$ cat src/rtl/uart_rx_ctrl.sv
`default_nettype none
// ============================================================================
// Module      : uart_rx_ctrl
// Description : Receive-side controller between the UART RxUnit and the core's
//               peripheral bus. Synchronizes the receiver's baud-domain status
//               flags, captures each completed frame into a FIFO, exposes the
//               FIFO through a valid/ready pop port, and owns the receiver's
//               baud/parity configuration (applied only when no frame is in
//               flight).
// Revision    : 1.0 - initial release
// ----------------------------------------------------------------------------
// Parameters
//   DEPTH        FIFO entries (power of two, >= 2)
//   SYNC_STAGES  synchronizer flops on rx_active / rx_done (>= 2)
// Ports
//   clock, reset_n             system clock, async active-low reset
//   rx_active, rx_done         receiver status (baud domain)
//   rx_data[7:0], rx_error[2:0] frame data and {parity,start,stop} errors
//   cfg_we, cfg_baud, cfg_parity configuration write
//   baud_rate, parity_type     applied configuration, to the receiver
//   cfg_pending                a write is waiting to be applied
//   rd_valid/rd_ready          FIFO pop handshake
//   rd_data, rd_error          head entry (0 when empty)
//   fifo_count                 occupancy
//   overrun / ovr_clr          sticky lost-frame flag and its clear
//   drop_count                 saturating count of discarded error frames
// Build option
//   UART_RX_ERR_DROP_EN        when defined, frames with errors are dropped
//                              and counted instead of being queued
// ============================================================================
module uart_rx_ctrl #(
  parameter int DEPTH       = 8,
  parameter int SYNC_STAGES = 2
) (
  input  logic                     clock,
  input  logic                     reset_n,
  input  logic                     rx_active,
  input  logic                     rx_done,
  input  logic [7:0]               rx_data,
  input  logic [2:0]               rx_error,
  input  logic                     cfg_we,
  input  logic [1:0]               cfg_baud,
  input  logic [1:0]               cfg_parity,
  output logic [1:0]               baud_rate,
  output logic [1:0]               parity_type,
  output logic                     cfg_pending,
  output logic                     rd_valid,
  input  logic                     rd_ready,
  output logic [7:0]               rd_data,
  output logic [2:0]               rd_error,
  output logic [$clog2(DEPTH):0]   fifo_count,
  output logic                     overrun,
  input  logic                     ovr_clr,
  output logic [7:0]               drop_count
);

  localparam int AW = $clog2(DEPTH);
  localparam int CW = AW + 1;
  localparam logic [CW-1:0] FULL_CNT = CW'(DEPTH);

  typedef enum logic [1:0] {
    ST_IDLE = 2'd0,
    ST_RECV = 2'd1,
    ST_CAPT = 2'd2
  } state_e;

  // --------------------------------------------------------------------------
  // Status synchronizers
  // --------------------------------------------------------------------------
  logic [SYNC_STAGES-1:0] act_sync_q, act_sync_d;
  logic [SYNC_STAGES-1:0] done_sync_q, done_sync_d;
  logic                   done_d_q;
  logic                   act_s, done_s, done_rise;

  always_comb begin
    act_sync_d  = {act_sync_q[SYNC_STAGES-2:0], rx_active};
    done_sync_d = {done_sync_q[SYNC_STAGES-2:0], rx_done};
  end

  assign act_s     = act_sync_q[SYNC_STAGES-1];
  assign done_s    = done_sync_q[SYNC_STAGES-1];
  assign done_rise = done_s & ~done_d_q;

  // --------------------------------------------------------------------------
  // Frame FSM
  // --------------------------------------------------------------------------
  state_e state_q, state_d;
  logic   capt;

  always_comb begin
    state_d = state_q;
    capt    = 1'b0;
    case (state_q)
      ST_IDLE: begin
        // A completed frame outranks a newly starting one.
        if (done_rise)  state_d = ST_CAPT;
        else if (act_s) state_d = ST_RECV;
      end
      ST_RECV: begin
        if (done_rise) state_d = ST_CAPT;
      end
      ST_CAPT: begin
        capt    = 1'b1;
        state_d = act_s ? ST_RECV : ST_IDLE;
      end
      default: state_d = ST_IDLE;
    endcase
  end

  // --------------------------------------------------------------------------
  // FIFO control
  // --------------------------------------------------------------------------
  logic [10:0]   fifo_mem [DEPTH];
  logic [AW-1:0] wr_ptr_q, wr_ptr_d;
  logic [AW-1:0] rd_ptr_q, rd_ptr_d;
  logic [CW-1:0] fifo_count_q, fifo_count_d;
  logic          overrun_q, overrun_d;
  logic          fifo_empty, fifo_full;
  logic          pop, push_req, push_ok, ovr_set;

`ifdef UART_RX_ERR_DROP_EN
  logic       drop_inc;
  logic [7:0] drop_count_q, drop_count_d;

  assign push_req = capt & (rx_error == 3'b000);
  assign drop_inc = capt & (rx_error != 3'b000);

  always_comb begin
    drop_count_d = drop_count_q;
    if (drop_inc && (drop_count_q != 8'hFF)) drop_count_d = drop_count_q + 8'd1;
  end

  always_ff @(posedge clock or negedge reset_n) begin
    if (!reset_n) drop_count_q <= 8'd0;
    else          drop_count_q <= drop_count_d;
  end

  assign drop_count = drop_count_q;
`else
  assign push_req   = capt;
  assign drop_count = 8'd0;
`endif

  assign fifo_empty = (fifo_count_q == '0);
  assign fifo_full  = (fifo_count_q == FULL_CNT);
  assign pop        = ~fifo_empty & rd_ready;
  // A pop on the same edge frees the slot the push needs.
  assign push_ok    = push_req & (~fifo_full | pop);
  assign ovr_set    = push_req & fifo_full & ~pop;

  always_comb begin
    wr_ptr_d     = wr_ptr_q;
    rd_ptr_d     = rd_ptr_q;
    fifo_count_d = fifo_count_q;
    overrun_d    = overrun_q;
    if (push_ok) wr_ptr_d = wr_ptr_q + AW'(1);
    if (pop)     rd_ptr_d = rd_ptr_q + AW'(1);
    case ({push_ok, pop})
      2'b10:   fifo_count_d = fifo_count_q + CW'(1);
      2'b01:   fifo_count_d = fifo_count_q - CW'(1);
      default: fifo_count_d = fifo_count_q;
    endcase
    if (ovr_set)      overrun_d = 1'b1;
    else if (ovr_clr) overrun_d = 1'b0;
  end

  // Storage needs no reset: the read port is masked while empty.
  always_ff @(posedge clock) begin
    if (push_ok) fifo_mem[wr_ptr_q] <= {rx_error, rx_data};
  end

  assign rd_valid   = ~fifo_empty;
  assign rd_data    = fifo_empty ? 8'd0 : fifo_mem[rd_ptr_q][7:0];
  assign rd_error   = fifo_empty ? 3'd0 : fifo_mem[rd_ptr_q][10:8];
  assign fifo_count = fifo_count_q;
  assign overrun    = overrun_q;

  // --------------------------------------------------------------------------
  // Configuration: held pending until the receiver is quiet
  // --------------------------------------------------------------------------
  logic [1:0] pend_baud_q, pend_baud_d;
  logic [1:0] pend_par_q, pend_par_d;
  logic [1:0] baud_rate_q, baud_rate_d;
  logic [1:0] parity_type_q, parity_type_d;
  logic       cfg_pending_q, cfg_pending_d;
  logic       cfg_apply;

  assign cfg_apply = (state_q == ST_IDLE) & ~act_s & cfg_pending_q;

  always_comb begin
    pend_baud_d   = pend_baud_q;
    pend_par_d    = pend_par_q;
    baud_rate_d   = baud_rate_q;
    parity_type_d = parity_type_q;
    cfg_pending_d = cfg_pending_q;
    if (cfg_apply) begin
      baud_rate_d   = pend_baud_q;
      parity_type_d = pend_par_q;
    end
    // A write landing on the apply edge becomes the next pending value.
    if (cfg_we) begin
      pend_baud_d   = cfg_baud;
      pend_par_d    = cfg_parity;
      cfg_pending_d = 1'b1;
    end else if (cfg_apply) begin
      cfg_pending_d = 1'b0;
    end
  end

  assign baud_rate   = baud_rate_q;
  assign parity_type = parity_type_q;
  assign cfg_pending = cfg_pending_q;

  // --------------------------------------------------------------------------
  // State registers
  // --------------------------------------------------------------------------
  always_ff @(posedge clock or negedge reset_n) begin
    if (!reset_n) begin
      act_sync_q    <= '0;
      done_sync_q   <= '0;
      done_d_q      <= 1'b0;
      state_q       <= ST_IDLE;
      wr_ptr_q      <= '0;
      rd_ptr_q      <= '0;
      fifo_count_q  <= '0;
      overrun_q     <= 1'b0;
      pend_baud_q   <= 2'd0;
      pend_par_q    <= 2'd0;
      baud_rate_q   <= 2'd0;
      parity_type_q <= 2'd0;
      cfg_pending_q <= 1'b0;
    end else begin
      act_sync_q    <= act_sync_d;
      done_sync_q   <= done_sync_d;
      done_d_q      <= done_s;
      state_q       <= state_d;
      wr_ptr_q      <= wr_ptr_d;
      rd_ptr_q      <= rd_ptr_d;
      fifo_count_q  <= fifo_count_d;
      overrun_q     <= overrun_d;
      pend_baud_q   <= pend_baud_d;
      pend_par_q    <= pend_par_d;
      baud_rate_q   <= baud_rate_d;
      parity_type_q <= parity_type_d;
      cfg_pending_q <= cfg_pending_d;
    end
  end

endmodule
`default_nettype wire

$ cat config.mk
export PLATFORM = sky130hd
export DESIGN_NAME = uart_rx_ctrl
export DESIGN_NICKNAME = d
export VERILOG_FILES = /design/src/rtl/uart_rx_ctrl.sv
export SDC_FILE = /design/constraint.sdc
export NUM_CORES = 1
export LEC_CHECK = 0
export CORE_ASPECT_RATIO = 0.75
export CORE_MARGIN = 3
export CORE_UTILIZATION = 50
export DETAILED_ROUTE_END_ITERATION = 16
export HOLD_SLACK_MARGIN = 0.05
export PLACE_DENSITY = 0.8
export SLEW_MARGIN = 25
export SYNTH_ARGS = -nofsm -noshare
export SYNTH_HDL_FRONTEND = slang
export SYNTH_SLANG_ARGS = --single-unit
$ cat constraint.sdc
create_clock -name clock -period 2.9 [get_ports clock]
set_input_delay 0.435 -clock clock [delete_from_list [all_inputs] [get_ports clock]]
set_output_delay 0.435 -clock clock [all_outputs]
set_load 0.01 [all_outputs]
Yosys cells after proc, flatten, opt, wreduce, memory -nomap -nowiden:

Memories as Yosys holds them, arrays and structs flattened.
Cells that the tools add are included.

* reductions and logical operators: 6
* muxes and demuxes: 15
* equal/unequal tests: 7
* add/sub/neg operators: 4
* bitwise operators: 13

Operators by type and width (count)
* 1-bit two-way mux: 8
* 8-bit two-way mux: 1
* 4-bit one-hot mux with 2 select lines: 1
* 1-bit AND: 7
* 3-bit by 1-bit adder with 3-bit output (second input constant): 2
* 2-bit two-way mux: 3
* 2-bit one-hot mux with 3 select lines: 1
* 2-bit nonzero test: 3
* 1-bit inverter: 5
* 4-bit by 1-bit adder with 4-bit output (second input constant): 1
* 2-bit by 1-bit equality test with 1-bit output (second input constant): 2
* 2-bit equality test (second input constant): 2
* 4-bit equality test (second input constant): 1
* 4-bit logical NOT: 1
* 4-bit by 1-bit subtractor with 4-bit output (second input constant): 1
* 3-bit two-way mux: 1
* 3-bit inequality test (second input constant): 1
* 2-bit logical NOT: 1
* 2-bit inequality test (second input constant): 1
* 2-bit AND reduction: 1
* 1-bit OR: 1

* bits in writable memories: 88
* output and inout bits: 30
* memories kept: 1
* bits in registers: 27
* input bits: 22
* logic and storage cells: 59

Memory list
* fifo_mem: depth 8, width 11, read ports 1, clocked after memory_dff 0, wr ports 1, line 113 `logic [10:0] fifo_mem [DEPTH];`

Logic depth before layout (Yosys ltp):

* depth after elaboration: 7
* gate-level depth with buffers: 8
* mapped depth without buffers: 7

Worst setup path after synthesis:

No wires, ideal clock.

* path type: input port to flip-flop
* start point: input rd_ready
* end point: memory fifo_mem[1][0] (enable)
* arrival: 2.115 ns
* slack: 0.392 ns
* cell stages on the path: 5
* path through: clkbuf_1 -> inv_1 -> a31oi_1 -> nand2_1 -> nor3_1

* longest elaborated chain between the ends: 5

Ends and longest elaborated chain
* from (decl): line 48 `input logic rd_ready,`
* 1-bit AND: line 146 `assign pop = ~fifo_empty & rd_ready;`
* 1-bit OR: line 148 `assign push_ok = push_req & (~fifo_full | pop);`
* 1-bit AND: line 148
* 1-bit two-way mux: line 169 `if (push_ok) fifo_mem[wr_ptr_q] <= {rx_error, rx_data};`
* 1-bit two-way mux (implied by the code): line 169
* to (decl): line 113

No other way between the ends.

Final worst setup path:

* start point: register fifo_count_q[1] (netlist: fifo_count[1])
* end point: output rd_data[6]

* longest elaborated chain between the ends: 2

Ends and longest elaborated chain
* from (decl): line 116 `logic [CW-1:0] fifo_count_q, fifo_count_d;`
* from (signal assigned): line 239 `fifo_count_q <= fifo_count_d;`
* 4-bit logical NOT: line 144 `assign fifo_empty = (fifo_count_q == '0);`
* 8-bit two-way mux: line 173 `assign rd_data = fifo_empty ? 8'd0 : fifo_mem[rd_ptr_q][7:0];`
* to (decl): line 49 `output logic [7:0] rd_data,`

No other way between the ends.

==> qor.txt <==
Port bufs - 43
Most frequent cells after synthesis - edfxtp_1 (88), dfrtp_1 (27), mux4_2 (20)
Fmax - 352 MHz
Post-Place Cells - 407
Mux cell area share after synthesis - 13.6%
Min-delay worst type - reg2reg
Layout cells sized above 1 - 25.1%
Post-synth EDFFs - 88
First-pass GRT wire length - 14.2 mm
Adder-cell share of the synthesized area - 0.816%
Synth area leaders - edfxtp_1 (57%), dfrtp_1 (15%), mux4_2 (9.8%), mux2_2 (2.4%), a22o_1 (1.9%)
Clock Path Buffers - 2
Post-Synth Simple-Gate Area - 4.68%
Routed via count - 2,528
Final WL - 9.01 mm
Number of fillers in the final layout - 583
Number of global-route vias before repair - 2,679
Status - finished clean
Initial antenna violation count - 0
Final Setup Violations - 0
Int Pwr - 4.29 mW
Synth warn - 0
Clk pin slew, worst setup/hold paths - 0.05 ns
Pre-antenna DRT Iters - 4
Final hold vios - 0
WHS Path Cells - 0
Largest family of logic cells by synthesized area - multiplexers
Area Overhead vs Synth - 26.7%
Comb power frac - 29.5%
CTS tree - done
Total power - 5.87 mW
# hold bufs at CTS - 0
Synth area leader - edfxtp_1
Share of the clock period used by the worst path - 97.9%
Largest net degree at the start of global routing - 28
Via/cell ratio - 5.71
TritonCTS Buffers - 17
Fin cells - 443
VDD IR max - 0.000512 V
Worst Setup End Kind - output pin
Crit path arrival time - 2.40 ns
Sw frac - 26.8%
Mapped Cells - 251
CORE AREA - 8710 um2
# diodes - 0
Reg power frac - 35.0%
Post-synthesis cell type count - 41
Post-Synthesis Cell Area - 4600 um2
P_sw - 1.58 mW
Die Y-Extent - 89.1 um
Ports - 52
Most frequent cell after synthesis - edfxtp_1
Final min period - 2.84 ns
Critical Path RT - 2.47 ns
#FFs+latches synth - 115
Critical path class - reg2out
Worst slew pin tran - 0.930 ns
Syn Area/Cell - 18.3 um2
Residual DRC count - 0
Area share of the largest cell type after synthesis - 57.5%
Worst Skew - 0.00425 ns
Die footprint - 10,400 um2
Clk pwr share - 35.5%
R2R cell count - 8
Area occupied by multi-input gates - 1160 um2
Iteration-0 DRC Markers - 249
Post-DRT Antenna Nets - 0
Final Slew Violations - 0
Slew headroom - 37.1%
Gr ovfl total - 0
Synth Area in XOR/XNOR - 1.14%
Starting Density - 52.8%
CTS sink cnt - 115
WHS - 0.353 ns
Share of the yosys chip area belonging to registers - 72.2%
Pleak - 2.09 nW
Ys flop type - edfxtp_1
Pwr dens - 1010 nW/um2
Compound-Gate Fraction of Synth Area - 4.33%
Startpoint Class - flop
Worst skew pair latency - 0.40 ns
Async set-reset flop share out of synthesis - 23.5%
DPL Wire Length - 5.61 mm
Avg WL per Cell - 20.3 um
Register Area - 3320 um2
Overall Global Routing Usage - 19.4%
Root Buffer Master - clkbuf_16
RD Place Congestion - 0.816
Htree depth - 4
Crit-path max FO - 10
# nets final - 347
Die W - 117 um
Max cap viols - 0
Rows - 29
==> registers in the layout (all words and copies together) (netlist names) <==
register / flops
act_sync_q: 2
baud_rate: 2
cfg_pending: 1
done_d_q: 1
done_sync_q: 2
fifo_count: 4
fifo_mem: 88
overrun: 1
parity_type: 2
pend_baud_q: 2
pend_par_q: 2
rd_ptr_q: 3
state_q: 2
wr_ptr_q: 3
==> final timing paths <==
path                                            from                   endpoint  slack [ns]
min reg2reg                 done_sync_q[0]$_DFF_PN0_   done_sync_q[1]$_DFF_PN0_        0.35
max in group asynchronous                    reset_n  fifo_count[1]$_DFFE_PN0P_        2.20
max reg2reg                fifo_count[0]$_DFFE_PN0P_  fifo_count[2]$_DFFE_PN0P_        0.52
min                         done_sync_q[0]$_DFF_PN0_   done_sync_q[1]$_DFF_PN0_        0.35
min in group asynchronous                    reset_n    act_sync_q[0]$_DFF_PN0_        0.41
max                        fifo_count[1]$_DFFE_PN0P_                 rd_data[6]        0.06
==> kinds of logic after synthesis <==
family                   count (synthesis)
flip-flops                             115
AND/OR/NAND/NOR                         41
multiplexers                            36
AO/OA/AOI/OAI                           25
buffers and inverters                   24
XOR/XNOR                                 6
adder cells (fa/ha/maj)                  3
other                                    1
==> per-stage QoR <==
step	worst slack [ns]	util, %	area [um2]	TNS (ns)
global placement	0.387	59.6	5190	0
finish	0.0619	66.9	5830	0
detailed placement	0.285	59.6	5190	0
CTS	0.0241	66.5	5790	0
floorplan	0.392	-	4620	0
global route	-0.00169	66.9	5830	-0.00169
==> layer usage <==
layer  GRT usage, %  wire length (um)  vias to the layer above
met5              0                 0                        -
met4           8.54               103                        0
met3           7.04               613                        6
met2           30.0              4540                      107
met1           25.0              3750                     1299
li1               -                 -                     1116
==> cells in the final DEF (no fill, tap or decap), types with 2 or more instances in the layout <==
cell type,n
o221ai_1,2
ha_1,3
mux4_2,20
xnor2_1,4
mux2i_1,6
clkdlybuf4s50_1,43
clkinv_2,3
nor2_1,12
o21ai_0,2
clkinv_1,4
nor2b_1,2
nand2b_1,5
dfrtp_2,3
a21oi_1,3
clkbuf_16,17
conb_1,8
clkinvlp_4,2
inv_1,4
xor2_1,2
nor3_1,5
edfxtp_1,88
mux2_2,10
a31oi_1,2
clkbuf_1,2
bufinv_16,4
buf_4,21
nand2_1,7
dfrtp_1,24
a22o_1,10
==> power by group through the flow <==
stage / Sequential (mW) / Clock [mW] / Combinational [mW]
after global routing: 2.07 / 2.20 / 1.86
after floorplan: 2.05 / 0 / 1.06
after detailed placement: 2.08 / 0 / 1.68
after CTS: 2.06 / 2.12 / 1.69
after global placement: 2.07 / 0 / 1.64
final: 2.06 / 2.08 / 1.73
==> final cells by class <==
class                           instances  share of cell area (%)
Clock buffer                           19                    7.43
Clock inverter                         13                    2.83
Inverter                                4                   0.258
Multi-Input combinational cell        119                    19.9
Sequential cell                       115                    57.0
Tap cell                              108                    2.32
Timing Repair Buffer                   65                    10.3
==> timing repair <==
| item | 4_1_cts | 5_1_grt |
|---|---|---|
| setup endpoints to repair | 1 | 4 |
| resized for setup | 1 | 3 |
| gates cloned | 0 | 0 |
| buffers inserted | 0 | 4 |
==> critical path, cell delays in order (launching register included) <==
cell and delay [ns]:
dfrtp_2 0.47, or4_4 0.57, and2_4 0.24, a22o_1 0.23, clkdlybuf4s50_1 0.48
(Power assumes the default switching activity.)
